$ cat src/rtl/gate_vector_sweeper.sv
// Clocked sweep of all 16 {M,A,B,C} vectors through a four-output gate bank,
// checking each sampled response against the golden gate equations.
module gate_vector_sweeper #(
    parameter int HOLD_CYCLES = 2,
    parameter int CNT_W       = 5
) (
    input  logic             clk,
    input  logic             rst_n,
    input  logic             start,
    output logic             vec_m,
    output logic             vec_a,
    output logic             vec_b,
    output logic             vec_c,
    input  logic             p1,
    input  logic             p2,
    input  logic             p3,
    input  logic             p4,
    output logic             busy,
    output logic             done,
    output logic [CNT_W-1:0] err_cnt,
    output logic             err_seen,
    output logic [3:0]       first_err_idx
);

    typedef enum logic [1:0] {
        IDLE  = 2'd0,
        DRIVE = 2'd1,
        DONE  = 2'd2
    } state_t;

    localparam logic [7:0] HOLD_LAST = 8'(HOLD_CYCLES - 1);

    state_t           state_q, state_d;
    logic [3:0]       idx_q, idx_d;
    logic [7:0]       hold_q, hold_d;
    logic             busy_q, busy_d;
    logic             done_q, done_d;
    logic [CNT_W-1:0] err_cnt_q, err_cnt_d;
    logic             err_seen_q, err_seen_d;
    logic [3:0]       first_q, first_d;
    logic             mismatch;

    // Expected {P1,P2,P3,P4} for vector {M,A,B,C}.
    function automatic logic [3:0] golden(input logic [3:0] v);
        logic m, a, b, c, e1, e2;
        {m, a, b, c} = v;
        e1 = ~(a & b & c);
        e2 = ~((a & b) | (a & c) | (b & c));
        return {e1, e2, (m ? 1'b0 : e1), (m ? e2 : e1)};
    endfunction

    function automatic logic [CNT_W-1:0] sat_inc(input logic [CNT_W-1:0] c);
        if (c == {CNT_W{1'b1}}) begin
            return c;
        end
        return c + CNT_W'(1);
    endfunction

    assign mismatch = ({p1, p2, p3, p4} != golden(idx_q));

    always_comb begin
        state_d    = state_q;
        idx_d      = idx_q;
        hold_d     = hold_q;
        busy_d     = busy_q;
        done_d     = 1'b0;
        err_cnt_d  = err_cnt_q;
        err_seen_d = err_seen_q;
        first_d    = first_q;
        case (state_q)
            IDLE: begin
                if (start) begin
                    state_d    = DRIVE;
                    idx_d      = 4'd0;
                    hold_d     = 8'd0;
                    busy_d     = 1'b1;
                    err_cnt_d  = '0;
                    err_seen_d = 1'b0;
                    first_d    = 4'd0;
                end
            end
            DRIVE: begin
                if (hold_q == HOLD_LAST) begin
                    if (mismatch) begin
                        err_cnt_d = sat_inc(err_cnt_q);
                        if (!err_seen_q) begin
                            err_seen_d = 1'b1;
                            first_d    = idx_q;
                        end
                    end
                    hold_d = 8'd0;
                    if (idx_q == 4'hF) begin
                        state_d = DONE;
                        busy_d  = 1'b0;
                        done_d  = 1'b1;
                    end else begin
                        idx_d = idx_q + 4'd1;
                    end
                end else begin
                    hold_d = hold_q + 8'd1;
                end
            end
            DONE: begin
                state_d = IDLE;
            end
            default: begin
                state_d = IDLE;
            end
        endcase
    end

    always_ff @(posedge clk or negedge rst_n) begin
        if (!rst_n) begin
            state_q    <= IDLE;
            idx_q      <= 4'd0;
            hold_q     <= 8'd0;
            busy_q     <= 1'b0;
            done_q     <= 1'b0;
            err_cnt_q  <= '0;
            err_seen_q <= 1'b0;
            first_q    <= 4'd0;
        end else begin
            state_q    <= state_d;
            idx_q      <= idx_d;
            hold_q     <= hold_d;
            busy_q     <= busy_d;
            done_q     <= done_d;
            err_cnt_q  <= err_cnt_d;
            err_seen_q <= err_seen_d;
            first_q    <= first_d;
        end
    end

    // The vector index doubles as the drive, so the last vector persists after a sweep.
    assign {vec_m, vec_a, vec_b, vec_c} = idx_q;
    assign busy          = busy_q;
    assign done          = done_q;
    assign err_cnt       = err_cnt_q;
    assign err_seen      = err_seen_q;
    assign first_err_idx = first_q;

endmodule

$ cat config.mk
export PLATFORM = sky130hd
export DESIGN_NAME = gate_vector_sweeper
export DESIGN_NICKNAME = d
export VERILOG_FILES = /design/src/rtl/gate_vector_sweeper.sv
export SDC_FILE = /design/constraint.sdc
export NUM_CORES = 1
export LEC_CHECK = 0
export CORE_ASPECT_RATIO = 0.7
export CORE_MARGIN = 1
export CORE_UTILIZATION = 57
export DETAILED_ROUTE_END_ITERATION = 16
export PLACE_DENSITY = 0.84
export SLEW_MARGIN = 10
export SYNTH_ARGS = -nofsm -noshare
export SYNTH_HDL_FRONTEND = slang
export SYNTH_SLANG_ARGS = --single-unit
$ cat constraint.sdc
create_clock -name clk -period 3.4 [get_ports clk]
set_clock_uncertainty 0.2 [all_clocks]
set_input_delay 0.34 -clock clk [delete_from_list [all_inputs] [get_ports clk]]
set_output_delay 0.34 -clock clk [all_outputs]
set_load 0.01 [all_outputs]
---- Yosys cells after proc, flatten, opt, wreduce, memory -nomap -nowiden ----
Index checks and enable logic that the tools add are counted.
word-level totals
  bits in registers ....................... 26
  word-level logic and storage cells ...... 77
  output and inout bits ................... 16
cells by class
  muxes and demuxes ....................... 37
  equality and inequality tests ........... 12
  bitwise gates (word level) .............. 8
  reduce and logical (&&, ||, !) cells .... 9
  add/subtract/negate cells ............... 3
operator list
  kind                 number
  $mux 4               6
  $mux 5               4
  $mux 8               2
  $pmux 4 s2           2
  $pmux 8 s2           1
  $mux 1               15
  $ne 2x2->1 const B   6
  $reduce_and 4->1     3
  $pmux 5 s2           1
  $reduce_and 5->1     2
  $add 8x1->8 const B  1
  $eq 8x1->1 const B   1
  $mux 2               3
  $add 5x1->5 const B  1
  $eq 5x5->1 const B   1
  $add 4x1->4 const B  1
  $and 1x1->1          4
  $eq 4x4->1 const B   1
  $ne 4x4->1           1
  $pmux 1 s2           2
  $pmux 2 s2           1
  $ne 3x3->1 const B   1
  $reduce_and 3->1     1
  $eq 2x1->1 const B   1
  other kinds (5)      7

---- Logic depth before layout (Yosys ltp) ----
  depth after elaboration ................. 13
  depth in mapped cells ................... 8
  mapped depth without buffers ............ 8

---- Least setup slack after synthesis ----
No wires, ideal clock.
  path type ............................... register to register
  start point ............................. reg idx_q[1]
  end point ............................... reg err_cnt_q[0], in the netlist err_cnt[0]
  cell stages (with the launch flop) ...... 7
  path buffers ............................ 0
  clock period less this slack ............ 2,299 ps
  data required time ...................... 3,075 ps
  setup slack ............................. 1,101 ps
  setup time .............................. 125 ps
  data arrival time ....................... 1,974 ps
  cell sequence ........................... dfrtp_1 > ha_1 > nand2_1 > a31o_1 > a2111oi_4 > nor3_2 > mux2_2
on the way
  word-level cells in the longest chain between the ends .. 8
ends and longest elaborated chain
  element                       line    text
  start, declared               34      logic [3:0] idx_q, idx_d;
  start signal, assigned        124     idx_q <= idx_d;
  $and 1x1->1                   47, 48
  $or 1x1->1 (2 in a row)       48      e2 = ~((a & b) | (a & c) | (b & c));
  $not 1->1                     48
  $mux 1                        49      return {e1, e2, (m ? 1'b0 : e1), (m ? e2 : e1)};
  $ne 4x4->1 *                  59      assign mismatch = ({p1, p2, p3, p4} != golden(idx_q));
  $ne 2x2->1 (no line) *        n/a
  $reduce_and 5->1 (no line) *  n/a
  end signal, assigned          128     err_cnt_q <= err_cnt_d;
  end, declared                 38      logic [CNT_W-1:0] err_cnt_q, err_cnt_d;
Every way passes the cells marked *; elsewhere a longest branch is shown, timed or not.
A chain may end at the register's enable or synchronous reset.

---- Worst setup path in the final report ----
Ends and elaborated chain as after synthesis.

==> metrics.md <==
| Metric | Value |
|---|---|
| Vias per inst | `6.33` |
| Initial antenna violation count | `0` |
| First-pass GRT wire length | `5440 um` |
| Avg Inst Size Synth | `10.1 um^2` |
| Netlist cell types | `36` |
| Root buf cell | `clkbuf_8` |
| Pwr Density | `841 nW/um^2` |
| Pin count of the biggest net entering global routing | `27` |
| Min Tclk post-route | `2.55 ns` |
| Diodes inserted | `0` |
| Max frequency | `a little under 0.4 GHz` |
| Critical R2R Launch | `idx_q[1]` |
| Die Width | `62.7 um` |
| Synth Area in XOR/XNOR | `0.0119` |
| Die height | `44.5 um` |
| Mapped cell area | `1470 um^2` |
| Final Setup Violations | `0` |
| Synth-to-Final Area Change | `21.1%` |
| Max Slew Vio Count | `0` |
| Worst R2R Path Depth | `6` |
| Peak supply drop | `0.000483 V` |
| Total Wirelength | `3340 um` |
| Post-CTS Setup Bufs | `0` |
| Pre-CTS setup slack | `slightly below 0.9 ns` |
| DR iter-0 viols | `121` |
| Number of global-route vias before repair | `1,153` |
| Cells after Synth | `146` |
| Worst-skew pair later-pin latency | `around 0.28 ns` |
| GRT Total Usage | `0.260` |
| Layout cells sized above 1 | `0.0904` |
| Worst rel slew slack | `0.514` |
| Clock Pin Slew Worst Setup and Hold Paths | `0.09 ns` |
| Max Cap Viol | `0` |
| Outcome | `complete, no violations` |
| Crit-path max cell delay | `0.66 ns` |
| Slack of the worst reg-to-reg path | `0.85 ns` |
| Yosys synthesis warning count | `0` |
| Layout Nets | `180` |
| Worst-path cell chain | `ha_1 > nand2_1 > a31o_1 > a2111oi_4 > nor3_2 > mux2_2` |
| CORE AREA | `2290 um^2` |
| Worst r2r dst | `err_cnt[0]` |
| #FFs+latches synth | `26` |
| Synth Area in Adders | `0.0512` |
| Crit. End Element | `flip-flop` |
| Multiplexer share of the synthesized area | `0.0153` |
| Largest family of logic cells by synthesized area | `compound AO/OA/AOI/OAI gates` |
| Prevailing post-synth register cell | `dfrtp_1` |
| IO Count | `23` |
| Pre-Repair DR Iteration Count | `4` |
| Hold crit path type | `input pin to asynchronous set/reset pin` |
| Number of remaining DRC errors | `0` |
| Post-synth EDFFs | `0` |
| CTS sink cnt | `26` |
| # placed instances | `between 150 and 200` |
| Crit path DAT | `2.52 ns` |
| Register area share after synthesis | `0.443` |
| Leakage | `approximately 0.74 nW` |
| Async SR Flop Fraction | `1.00` |
| RSZ-0062 raised after global routing | `false` |
| Simple-Gate Fraction of Synth Area | `0.207` |
| Commonest non-fill, non-tap cells in the layout | `dfrtp_1 (26), clkdlybuf4s50_1 (22), o21ai_0 (15)` |
| Die area | `about 2800 um^2` |
| CTS Buffer Depth | `2` |
| Complex-gate fraction of the synthesized area | `0.240` |
| Syn Nets | `between 150 and 200` |
| Global route overflow | `0` |
| DPL Wire Length | `2490 um` |
| Non-Filler Instances | `198` |
| Core Rows | `14` |
| Port bufs | `22` |
| CTS tree | `yes` |
| Final setup margin | `0.848 ns` |
| Slew @ Worst Pin | `0.728 ns` |
| Post-CTS Hold Buffers | `0` |
| Most common cell after layout, fill and taps aside | `dfrtp_1` |
| Wire per inst | `16.9 um` |
| Hold Vio Cnt, Final | `0` |
| Startpoint Class | `flip-flop` |
| Post-CTS sizing | `0` |
| H-tree Lvls | `1` |
| WP data required | `3.37 ns` |
| TritonCTS Buffers | `3` |
| Crit path max fanout | `9` |
| Placer's final routability congestion estimate | `0.875` |
| Crit Path Class | `flip-flop to flip-flop` |
| Post-DRT Antenna Nets | `0` |
| Critical Path Slowest Stage Cell | `a2111oi_4` |
| Setup TNS Final | `0 ns` |
| Initial Util | `0.640` |
| DR vias | `1,253` |
| Final period util | `0.751` |
-- area by class of cell --
| cell class | instances | area (um^2) |
|---|---|---|
| clock buffer | 3 | 41.3 |
| clock inverter | 1 | 30.0 |
| fill | 161 | 518 |
| inverter | 4 | 15.0 |
| multi-input combinational | 109 | 772 |
| sequential | 26 | 651 |
| tap | 32 | 40.0 |
| timing repair buffer | 23 | 228 |
-- cell usage after synthesis (all sizes together) (5+ instances only) --
cell type / n / area [um^2]
nand3: 9 / 45.0
dfrtp: 26 / 651
nand2b: 5 / 31.3
nor2: 9 / 33.8
a22o: 8 / 70.1
nor3: 5 / 35.0
nand2: 9 / 33.8
o21ai: 16 / 80.1
ha: 6 / 75.1
-- worst max-delay path, delay by kind of cell, from the launching register on --
| family | cells | cell delay (ns) |
|---|---|---|
| and+or+nand+nor | 2 | 0.25 |
| adders and majority gates | 1 | 0.33 |
| AOI/OAI and AO/OA | 2 | 0.87 |
| DFF | 1 | 0.51 |
| muxes | 1 | 0.29 |
-- sequential cells by signal, summed over array words and instances (netlist names) --
name           cells
err_seen           1
hold_q             8
busy               1
first_err_idx      4
idx_q              4
done               1
err_cnt            5
state_q            2
-- cells by family after synthesis --
family | count (synthesis)
flops | 26
fa+ha+maj | 6
buf+inv | 11
xor+xnor | 2
compound gates | 46
simple gates | 53
mux | 2
-- worst max-delay path by stage --
stage / depth (start not counted) / startpoint / slack, ns / to
after CTS: 6 / idx_q[1] / 0.87 / err_cnt[0]
final: 6 / idx_q[1] / 0.85 / err_cnt[0]
after global routing: 6 / idx_q[1] / 0.73 / err_cnt[0]
after floorplan: 6 / idx_q[1] / 1.10 / err_cnt[0]
after global placement: 6 / idx_q[1] / 1.03 / err_cnt[0]
after detailed placement: 6 / idx_q[1] / 0.89 / err_cnt[0]
-- power breakdown --
group          internal [W]  leakage (nW)  switching [W]
registers          0.000420         0.317       0.000167
logic              0.000332         0.388       0.000312
clock network      0.000158        0.0357       0.000105
-- metrics by stage --
step	util	power, W	instance area, um^2	hold slack, ns
finish	0.774	0.00149	1780	0.216
floorplan	-	0.000966	1470	-0.156
CTS	0.774	0.00149	1780	0.234
global route	0.774	0.00158	1780	0.260
detailed placement	0.743	0.00123	1710	0.285
global placement	0.743	0.00119	1710	0.285
-- routing by layer --
metal	GRT usage	wire [um]	vias to the layer above
li1	-	-	584
met1	0.369	1620	613
met2	0.398	1520	53
met3	0.0567	177	3
met4	0.0884	21	0
met5	0	0	-
Power figures use the tool's default switching activity.
